**src/rtl/mips_pkg.sv**
```systemverilog
`default_nettype none
// ============================================================================
//  Module      : mips_pkg
//  Description : Shared types and constants for the MIPS core memory path.
//  Revision    : 1.0  initial store buffer support
// ============================================================================
package mips_pkg;

    localparam int SB_DEPTH_DEFAULT  = 4;
    localparam int SB_ADDR_W_DEFAULT = 32;
    localparam int SB_DATA_W_DEFAULT = 32;

    typedef struct packed {
        logic [SB_ADDR_W_DEFAULT-1:0] addr;
        logic [SB_DATA_W_DEFAULT-1:0] data;
    } sb_entry_t;

endpackage
`default_nettype wire

```
**src/rtl/sb_fwd_match.sv**
```systemverilog
`default_nettype none
// ============================================================================
//  Module      : sb_fwd_match
//  Description : Youngest-entry word-address match across the live store
//                buffer window, used for store-to-load forwarding.
//  Revision    : 1.0  initial
// ============================================================================
module sb_fwd_match
    import mips_pkg::*;
#(
    parameter int DEPTH  = SB_DEPTH_DEFAULT,
    parameter int WORD_W = 30,
    parameter int DATA_W = 32,
    parameter int PTR_W  = $clog2(DEPTH)
) (
    input  logic [DEPTH-1:0][WORD_W-1:0] entryWord,
    input  logic [DEPTH-1:0][DATA_W-1:0] entryData,
    input  logic [PTR_W-1:0]             headPtr,
    input  logic [PTR_W:0]               count,
    input  logic [WORD_W-1:0]            loadWord,
    output logic                         hit,
    output logic [DATA_W-1:0]            hitData
);

    // Walk oldest to youngest so the last match seen is the youngest one.
    always_comb begin
        logic [PTR_W-1:0] w_idx;
        hit     = 1'b0;
        hitData = '0;
        w_idx   = '0;
        for (int i = 0; i < DEPTH; i++) begin
            w_idx = headPtr + PTR_W'(i);
            if (((PTR_W+1)'(i) < count) && (entryWord[w_idx] == loadWord)) begin
                hit     = 1'b1;
                hitData = entryData[w_idx];
            end
        end
    end

endmodule
`default_nettype wire

```
**src/rtl/store_buffer.sv**
```systemverilog
`default_nettype none
// ============================================================================
//  Module      : store_buffer
//  Description : Circular store FIFO between the core M stage and data memory.
//                Optional store-to-load forwarding under STORE_BUFFER_FWD_EN;
//                without it, loads stall while any store is pending.
//  Revision    : 1.0  initial
// ============================================================================
module store_buffer
    import mips_pkg::*;
#(
    parameter int DEPTH  = SB_DEPTH_DEFAULT,
    parameter int ADDR_W = 32,
    parameter int DATA_W = 32
) (
    input  logic              clk,
    input  logic              rst,
    input  logic              wr_en,
    input  logic [ADDR_W-1:0] wr_addr,
    input  logic [DATA_W-1:0] wr_data,
    input  logic              rd_en,
    input  logic [ADDR_W-1:0] rd_addr,
    output logic [DATA_W-1:0] rd_data,
    output logic              full,
    output logic              ld_stall,
    output logic              overflow,
    output logic              mem_valid,
    output logic [ADDR_W-1:0] mem_addr,
    output logic [DATA_W-1:0] mem_wdata,
    input  logic              mem_ready,
    input  logic [DATA_W-1:0] mem_rdata
);

    localparam int             c_PTR_W    = $clog2(DEPTH);
    localparam logic [c_PTR_W:0] c_FULL_CNT = (c_PTR_W+1)'(DEPTH);

    logic [c_PTR_W-1:0]            r_head;
    logic [c_PTR_W-1:0]            r_tail;
    logic [c_PTR_W:0]              r_count;
    logic                          r_overflow;
    logic [DEPTH-1:0][ADDR_W-1:0]  r_addrMem;
    logic [DEPTH-1:0][DATA_W-1:0]  r_dataMem;

    logic w_push;
    logic w_pop;

    assign full      = (r_count == c_FULL_CNT);
    assign mem_valid = (r_count != '0);
    assign mem_addr  = r_addrMem[r_head];
    assign mem_wdata = r_dataMem[r_head];
    assign overflow  = r_overflow;

    // full is registered, so a push while full is dropped even if the head pops.
    assign w_push = wr_en && !full;
    assign w_pop  = mem_valid && mem_ready;

    always_ff @(posedge clk or negedge rst) begin
        if (!rst) begin
            r_head     <= '0;
            r_tail     <= '0;
            r_count    <= '0;
            r_overflow <= 1'b0;
        end else begin
            if (w_push) begin
                r_tail <= r_tail + c_PTR_W'(1);
            end
            if (w_pop) begin
                r_head <= r_head + c_PTR_W'(1);
            end
            case ({w_push, w_pop})
                2'b10:   r_count <= r_count + (c_PTR_W+1)'(1);
                2'b01:   r_count <= r_count - (c_PTR_W+1)'(1);
                default: r_count <= r_count;
            endcase
            if (wr_en && full) begin
                r_overflow <= 1'b1;
            end
        end
    end

    // Entry payload carries no reset; validity comes solely from r_count.
    always_ff @(posedge clk) begin
        if (w_push) begin
            r_addrMem[r_tail] <= wr_addr;
            r_dataMem[r_tail] <= wr_data;
        end
    end

`ifdef STORE_BUFFER_FWD_EN
    logic [DEPTH-1:0][ADDR_W-3:0] w_entryWord;
    logic                         w_hit;
    logic [DATA_W-1:0]            w_hitData;
    logic                         w_unusedByteSel;

    always_comb begin
        w_entryWord = '0;
        for (int i = 0; i < DEPTH; i++) begin
            w_entryWord[i] = r_addrMem[i][ADDR_W-1:2];
        end
    end

    sb_fwd_match #(
        .DEPTH  (DEPTH),
        .WORD_W (ADDR_W-2),
        .DATA_W (DATA_W),
        .PTR_W  (c_PTR_W)
    ) u_fwdMatch (
        .entryWord (w_entryWord),
        .entryData (r_dataMem),
        .headPtr   (r_head),
        .count     (r_count),
        .loadWord  (rd_addr[ADDR_W-1:2]),
        .hit       (w_hit),
        .hitData   (w_hitData)
    );

    assign w_unusedByteSel = ^rd_addr[1:0];
    assign rd_data         = (rd_en && w_hit) ? w_hitData : mem_rdata;
    assign ld_stall        = 1'b0;
`else
    logic w_unusedRdAddr;

    assign w_unusedRdAddr = ^rd_addr;
    assign rd_data        = mem_rdata;
    assign ld_stall       = rd_en && mem_valid;
`endif

endmodule
`default_nettype wire

```
**config.mk**
```make
export PLATFORM = sky130hd
export DESIGN_NAME = store_buffer
export DESIGN_NICKNAME = d
export VERILOG_FILES = /design/src/rtl/mips_pkg.sv /design/src/rtl/sb_fwd_match.sv /design/src/rtl/store_buffer.sv
export SDC_FILE = /design/constraint.sdc
export NUM_CORES = 1
export LEC_CHECK = 0
export BUFFER_PORTS_ARGS = -buffer_cell sky130_fd_sc_hd__buf_2
export CAP_MARGIN = 10
export CORE_MARGIN = 2
export CORE_UTILIZATION = 45
export CTS_CLUSTER_SIZE = 16
export DETAILED_ROUTE_END_ITERATION = 8
export GPL_ROUTABILITY_DRIVEN = 0
export PLACE_DENSITY = 0.69
export SLEW_MARGIN = 0
export SYNTH_ARGS = -nofsm -noshare
export SYNTH_HDL_FRONTEND = slang
export SYNTH_SLANG_ARGS = --single-unit
export TNS_END_PERCENT = 5
```
**constraint.sdc**
```tcl
create_clock -name clk -period 7.5 [get_ports clk]
set_input_delay 1.5 -clock clk [delete_from_list [all_inputs] [get_ports clk]]
set_output_delay 1.5 -clock clk [all_outputs]
set_load 0.03 [all_outputs]
```
After elaboration in Yosys (flattened, before gate mapping)
Index checks and enable logic that the tools add are counted.

Eq/ne operators: 3. Add/sub/neg operators: 4. Muxes and demuxes: 9. Reduce and logical (&&, ||, !) cells: 8. $lt $le $gt $ge: 3.

Operators by type and width (number): 128-bit bitwise mux (2); 32-bit binary-select mux with 2-bit select (2); 32-bit 2-to-1 mux (3); 32-bit demux with 2-bit select (1); 2-bit by 3-bit less-than comparator with 1-bit output (second input constant) (2); 3-bit case mux with 2 select lines (1); 1-bit logical AND (5); 2-bit by 1-bit adder with 2-bit output (second input constant) (2); 3-bit by 1-bit adder with 3-bit output (second input constant) (1); 3-bit equality test (second input constant) (1); 3-bit nonzero test (1); 3-bit by 1-bit subtractor with 3-bit output (second input constant) (1); 2-bit by 1-bit equality test with 1-bit output (second input constant) (1); 2-bit equality test (second input constant) (1); 2-bit by 1-bit greater-or-equal comparator with 1-bit output (second input constant) (1); 2-bit nonzero test (1); 1-bit logical NOT (1).

Output and inout bits: 100. Input port bits: 133. Word-level logic and storage cells: 39. Flip-flop bits (word level): 264.

Longest topological paths before layout
Gate-level depths: netlist (run 1).

Depth after elaboration: 5. Mapped depth: 9. Gate-level depth less buffers: 9.

Worst setup path after synthesis (run 1)
No wires, ideal clock.

Path kind: input to register. Start point: input port wr_en. End point: register r_addrMem[0] (netlist name) (enable). Buffers on the path: 0. Arrival: 3.378 ns. Cell stages on the path: 2. Setup slack: 3.693 ns. Setup time: 0.429 ns. Required time: 7.071 ns. Path through: nor2b_1 > and2_1.

Word-level cells in the longest chain between the ends: 1.

Ends and longest elaborated chain: start, declared (line store_buffer.sv:18) `input logic wr_en,`; 1-bit logical AND (line store_buffer.sv:54) `assign w_push = wr_en && !full;`; end signal, assigned by index (line store_buffer.sv:84) `r_addrMem[r_tail] <= wr_addr;`; end, declared (line store_buffer.sv:41) `logic [DEPTH-1:0][ADDR_W-1:0] r_addrMem;`.

Every way passes these cells. A chain may end at the register's enable or synchronous reset.

Worst setup path in the final report (run 1)
Start point: register r_head[0]. End point: output port mem_addr[15].

Word-level cells in the longest chain between the ends: 2.

Ends and longest elaborated chain: start, declared (line store_buffer.sv:37) `logic [c_PTR_W-1:0] r_head;`; start signal, assigned (line store_buffer.sv:68) `r_head <= r_head + c_PTR_W'(1);`; 32-bit binary-select mux with 2-bit select (line store_buffer.sv:49) `assign mem_addr = r_addrMem[r_head];`; 32-bit 2-to-1 mux (implied by the code) (line store_buffer.sv:49); end, declared (line store_buffer.sv:28) `output logic [ADDR_W-1:0] mem_addr,`.

Every way passes these cells. The select of a mux whose other input is x is not followed.

==> qor.yml, run 1 <==
status: "completed"
hp-start: "overflow"
ir_worst_vdd_mv: 0.2864
ys.warnings.count: 0
cts_buffers: 27
mostFrequentLayoutCell: "edfxtp_1"
cts_sinks: 264
cp_cell_sequence: "buf_4, mux4_2, buf_2"
layout.nets: 665
crit_path_max_fanout: 34
ant_nets: 0
slowest_delay_ps: 890
clock_path_buffers: 3
cp-start-kind: "register"
fmax_ghz: 0.2264
rsz0062_at_grt: "false"
period_needed_ps: 4417
seq_area_frac_synth_pct: 79.41
reg2reg_depth: 3
portBuffers: 136
syn_inst: 406
die_area_um2: 23280
setup_viol: 0
grt_pass1_wl_um: 26350
initial_utilization_pct: 45.66
worst_pin_slew_ps: 1037
grt_antenna_before_repair: 1
power_frac_comb_pct: 31.0
power.switching_uw: 1635
clk_pin_slew_ps: 60
cp.arrival_ps: 2920
clock_skew_ps: 6.953
die_y_um: 152.6
syn_area_um2: 9933
drv_slew: 0
tns_ps: 0
avgRoutedWirePerCell_um: 20.15
row_count: 54
drt_first_pass_iters: 4
cts-root-buf: "clkbuf_16"
syn_nets: 545
worstHoldPathType: "register to register"
cts_hold_buf: 0
worstReg2RegEnd: "r_dataMem[8]"
grt_usage_pct: 14.32
power_density_nw_per_um2: 428.2
r2r_slack_ps: 5070
seqPwrFrac_pct: 44.1
drive_above_1_share_pct: 44.38
tritoncts: "built"
vias: 4336
first_iter_violations: 217
finalCritPeriodShare_pct: 58.90
drc: 0
p_leak_uw: 0.003913
clock_power_share_pct: 24.9
grt_pass1_vias: 4805
ys_types: 22
routed_via_density: 5.262
cts_setup_buffers: 0
whs_endpoint: "overflow"
slew_headroom_pct: 30.85
power.internal_uw: 3268
end_kind: "output pin"
total_power_uw: 4903
ys_ff_latch: 264
synth_top_area_share_pct: 77.39
grt_max_degree: 66
cts_resized: 0
yosys-top-cells-area: "edfxtp_1, mux4_2, buf_4"
area_delta_synth_final_pct: 15.27
swShare_pct: 33.34
dieWidth_um: 152.6
crit_type: "register to output pin"
min_path_cells: 1
drv_cap: 0
slowest_stage: "dfrtp_4"
core_um2: 21760
insertion_delay_ps: 510
postSynthAreaPerCell_um2: 24.47
grt_overflow: 0
reg2reg_from: "r_count[2]"
hold_violations: 0
io_pins: 233
critPathRequiredTime_ps: 6000
yosysTopAreaCell: "edfxtp_1"
dp_hpwl_um: 9264
htree_levels: 1
mostFrequentLayoutCells: "edfxtp_1, buf_2, mux4_2, clkbuf_16, clkbuf_1"
wl_um: 16600
[worst max path at each step]
stage	startpoint	to	slack, ps	depth (start not counted)
floorplan	wr_en	r_addrMem[0]	3690	2
global route	r_head[0]	mem_addr[12]	2830	3
detailed placement	r_head[0]	mem_addr[15]	3520	3
global placement	r_head[0]	mem_addr[25]	3540	3
finish	r_head[0]	mem_addr[15]	3080	3
CTS	r_head[0]	mem_addr[15]	2960	3
[flip-flops by register name, summed over array words and instances (netlist names)]
signal,count
r_tail,2
r_addrMem,128
overflow,1
r_head,2
r_count,3
r_dataMem,128
[layout make-up]
| type | instances | area [um2] |
|---|---|---|
| inverter | 6 | 22.52 |
| sequential | 264 | 7895 |
| tap | 280 | 350.3 |
| clock buffer | 36 | 709.4 |
| timing repair buffer | 137 | 688.2 |
| clock inverter | 10 | 93.84 |
| multi-input combinational | 90 | 1688 |
| antenna | 1 | 2.502 |
| fill | 1720 | 10310 |
[routing by layer]
metal	up-vias	routed length [um]	track usage (%)
met4	2	342	3.924
met5	-	13	0.2070
li1	1899	-	-
met1	2256	6535	17.91
met2	144	8521	25.03
met3	35	1190	3.612
[Yosys cell counts (all sizes together)]
library cell    n
a21o            1
and2            5
buf            45
clkbuf          1
dfrtp           8
edfxtp        256
fa              1
ha              5
inv             6
mux2            1
mux2i           1
mux4           64
nand2           1
nor2            1
nor2b           1
nor3b           1
o31a            1
or3             1
xnor2           3
xor2            3
[critical path, delay by kind of cell (launching register included)]
kind     cells  cell delay (ps)
flops        1              890
buf+inv      2              870
mux          1              600
[power by group through the flow]
stage	Sequential, uW	Combinational [uW]	Clock (uW)
5_1_grt	2210	1620	1300
2_1_floorplan	2050	1310	0
3_3_place_gp	2180	1530	0
6_report	2160	1520	1220
3_5_place_dp	2210	1550	0
4_1_cts	2180	1560	1250
[per-stage QoR]
stage                     utilization, %  instance area [um2]  std cells  hold WS, ps  worst slack, ps
after global routing               52.62                11450        823        482.6             2831
after CTS                          52.62                11450        823        457.8             2963
after floorplan                        -                 9933        406        467.3             3693
after detailed placement           48.92                10640        777        443.0             3521
after global placement             48.92                10640        777        435.5             3536
final                              52.63                11450        824        454.0             3083
[logic make-up (layout without fill, tap and decap cells)]
family,count (synthesis),in the layout,share of synthesized area (%)
simple gates,10,10,0.6424
buf+inv,52,189,3.703
mux,66,66,14.72
fa+ha+maj,6,6,0.8313
xor+xnor,6,6,0.5291
flops,264,264,79.41
other cells,0,1,0
compound gates,2,2,0.1638
No activity file was read; power rests on OpenSTA's default activity.
==> run 2, diff against run 1 <==
--- a/config.mk
+++ b/config.mk
@@ -12,7 +12,7 @@
 export CTS_CLUSTER_SIZE = 16
 export DETAILED_ROUTE_END_ITERATION = 8
 export GPL_ROUTABILITY_DRIVEN = 0
-export PLACE_DENSITY = 0.69
+export PLACE_DENSITY = 0.71
 export SLEW_MARGIN = 0
 export SYNTH_ARGS = -nofsm -noshare
 export SYNTH_HDL_FRONTEND = slang
==> constraint.sdc (replaced) <==
create_clock -name clk -period 3.9 [get_ports clk]
set_input_delay 0.78 -clock clk [delete_from_list [all_inputs] [get_ports clk]]
set_output_delay 0.78 -clock clk [all_outputs]
set_load 0.03 [all_outputs]
==> run 2 against run 1 <==
Net effect: clock skew increased by 3.2 ps; register-to-register slack got worse by 3600 ps; power increased by 94%; sequential power increased by 91%; flip-flop and latch count unchanged; design area increased by 0.59%; worst hold slack got worse by 360 ps.
==> qor.yml, run 2 (synthesized netlist as in run 1, its figures left out) <==
status: "completed"
seqCellArea_um2: 7895
crit_type: "register to output pin"
routed_via_density: 5.277
slowest_stage: "dfrtp_4"
grt_usage_pct: 14.68
fin_util_pct: 52.94
first_iter_violations: 199
dp_hpwl_um: 9907
crit_path_max_fanout: 23
setup_viol: 0
cts-root-buf: "clkbuf_16"
portBuffers: 136
cp.arrival_ps: 2390
ant_nets: 0
mostFrequentLayoutCells: "edfxtp_1, buf_2, mux4_2, clkbuf_16, clkbuf_1"
core_um2: 21760
worst_pin_slew_ps: 997.3
grt_antenna_before_repair: 1
row_count: 54
cts_buffers: 26
worstHoldPathType: "input pin to asynchronous set/reset pin"
layout.nets: 668
ir_worst_vdd_mv: 0.5115
multi_input_area_um2: 1688
p_leak_uw: 0.003940
place_ws_ps: 1153
mostFrequentLayoutCell: "edfxtp_1"
vias: 4375
cts_hold_buf: 0
end_kind: "output pin"
drive_above_1_share_pct: 44.63
drv_cap: 0
die_y_um: 152.6
cts_setup_buffers: 0
grt_pass1_wl_um: 26820
grt_pass1_vias: 4863
slew_headroom_pct: 33.51
clock_skew_ps: 10.15
slowest_delay_ps: 750
hold_slack_ps: 95.07
rsz0062_at_grt: "false"
drc: 0
tritoncts: "built"
drt_first_pass_iters: 5
cp_cell_sequence: "buf_4, mux4_2, buf_2"
area_delta_synth_final_pct: 15.95
htree_levels: 1
grt_overflow: 0
cp-start-kind: "register"
critPathRequiredTime_ps: 3120
crit_buf_inv: 2
fmax_ghz: 0.3153
tns_ps: 0
fillers: 1714
grt_max_degree: 66
avgRoutedWirePerCell_um: 20.81
diodes: 0
io_pins: 233
top_regs: "r_addrMem x128, r_dataMem x128, r_count x3"
cts_resized: 0
insertion_delay_ps: 510
clk_pin_slew_ps: 60
fin_ws_ps: 728.6
drv_slew: 0
cts_sinks: 264
dieWidth_um: 152.6
initial_utilization_pct: 45.66
wl_um: 17250
power_density_nw_per_um2: 824.0
crit_family: "flip-flops"
die_area_um2: 23280
period_needed_ps: 3171
hold_violations: 0
finalCritPeriodShare_pct: 81.32
clock_path_buffers: 3
==> run 2: cell types whose count changed in the layout (fill, tap and decap cells not counted) <==
cell	delta
buf_12	+3
diode_2	-1
bufinv_16	-1
clkinv_2	-2
clkinvlp_4	+1
clkbuf_1	+1
clkinv_1	+1
clkbuf_8	+2
buf_4	+1
==> run 2: area by class of cell <==
cell class | instances | area share [%]
inverter | 6 | 0.1955
clock buffer | 39 | 6.431
multi-input combinational | 90 | 14.66
sequential | 264 | 68.55
clock inverter | 9 | 0.5649
timing repair buffer | 141 | 6.562
tap | 280 | 3.042
==> run 2: worst register-to-register path, stage by stage (launching register included) <==
cell     delay [ps]
dfrtp_1         420
nor3b_2         190
nor2b_1         470
and2_4          910
==> run 2: metal layers <==
layer | share of wire [%] | global-route usage (%) | vias to the layer above
li1 | - | - | 1920
met1 | 42 | 19.67 | 2252
met2 | 49 | 24.07 | 156
met3 | 6.7 | 3.641 | 45
met4 | 2.3 | 4.497 | 2
met5 | 0.087 | 0 | -
==> run 2: final timing paths <==
path / startpoint / to / slack, ps / cells after the start
worst max-delay path: r_head[0] / mem_addr[17] / 730 / 3
worst min-delay path: rst / overflow / 100 / 1
min in group clk: overflow / overflow / 460 / 1
worst min register to register: overflow / overflow / 460 / 1
worst max register to register: r_count[2] / r_addrMem[54] / 1490 / 3
max in group asynchronous: rst / r_head[1] / 3610 / 1
==> run 2: report_power, final <==
group	internal [uW]	switching [uW]	total [uW]
sequential	3760	359	4120
combinational	1180	1860	3040
clock	1370	964	2340
total	6310	3180	9490
==> run 2: stage by stage <==
stage | instance area [um2] | power [uW] | std cells
3_5_place_dp | 10710 | 7306 | 781
6_report | 11520 | 9491 | 829
3_3_place_gp | 10710 | 7203 | 781
5_1_grt | 11520 | 9929 | 829
2_1_floorplan | 9933 | 6455 | 406
4_1_cts | 11520 | 9657 | 829
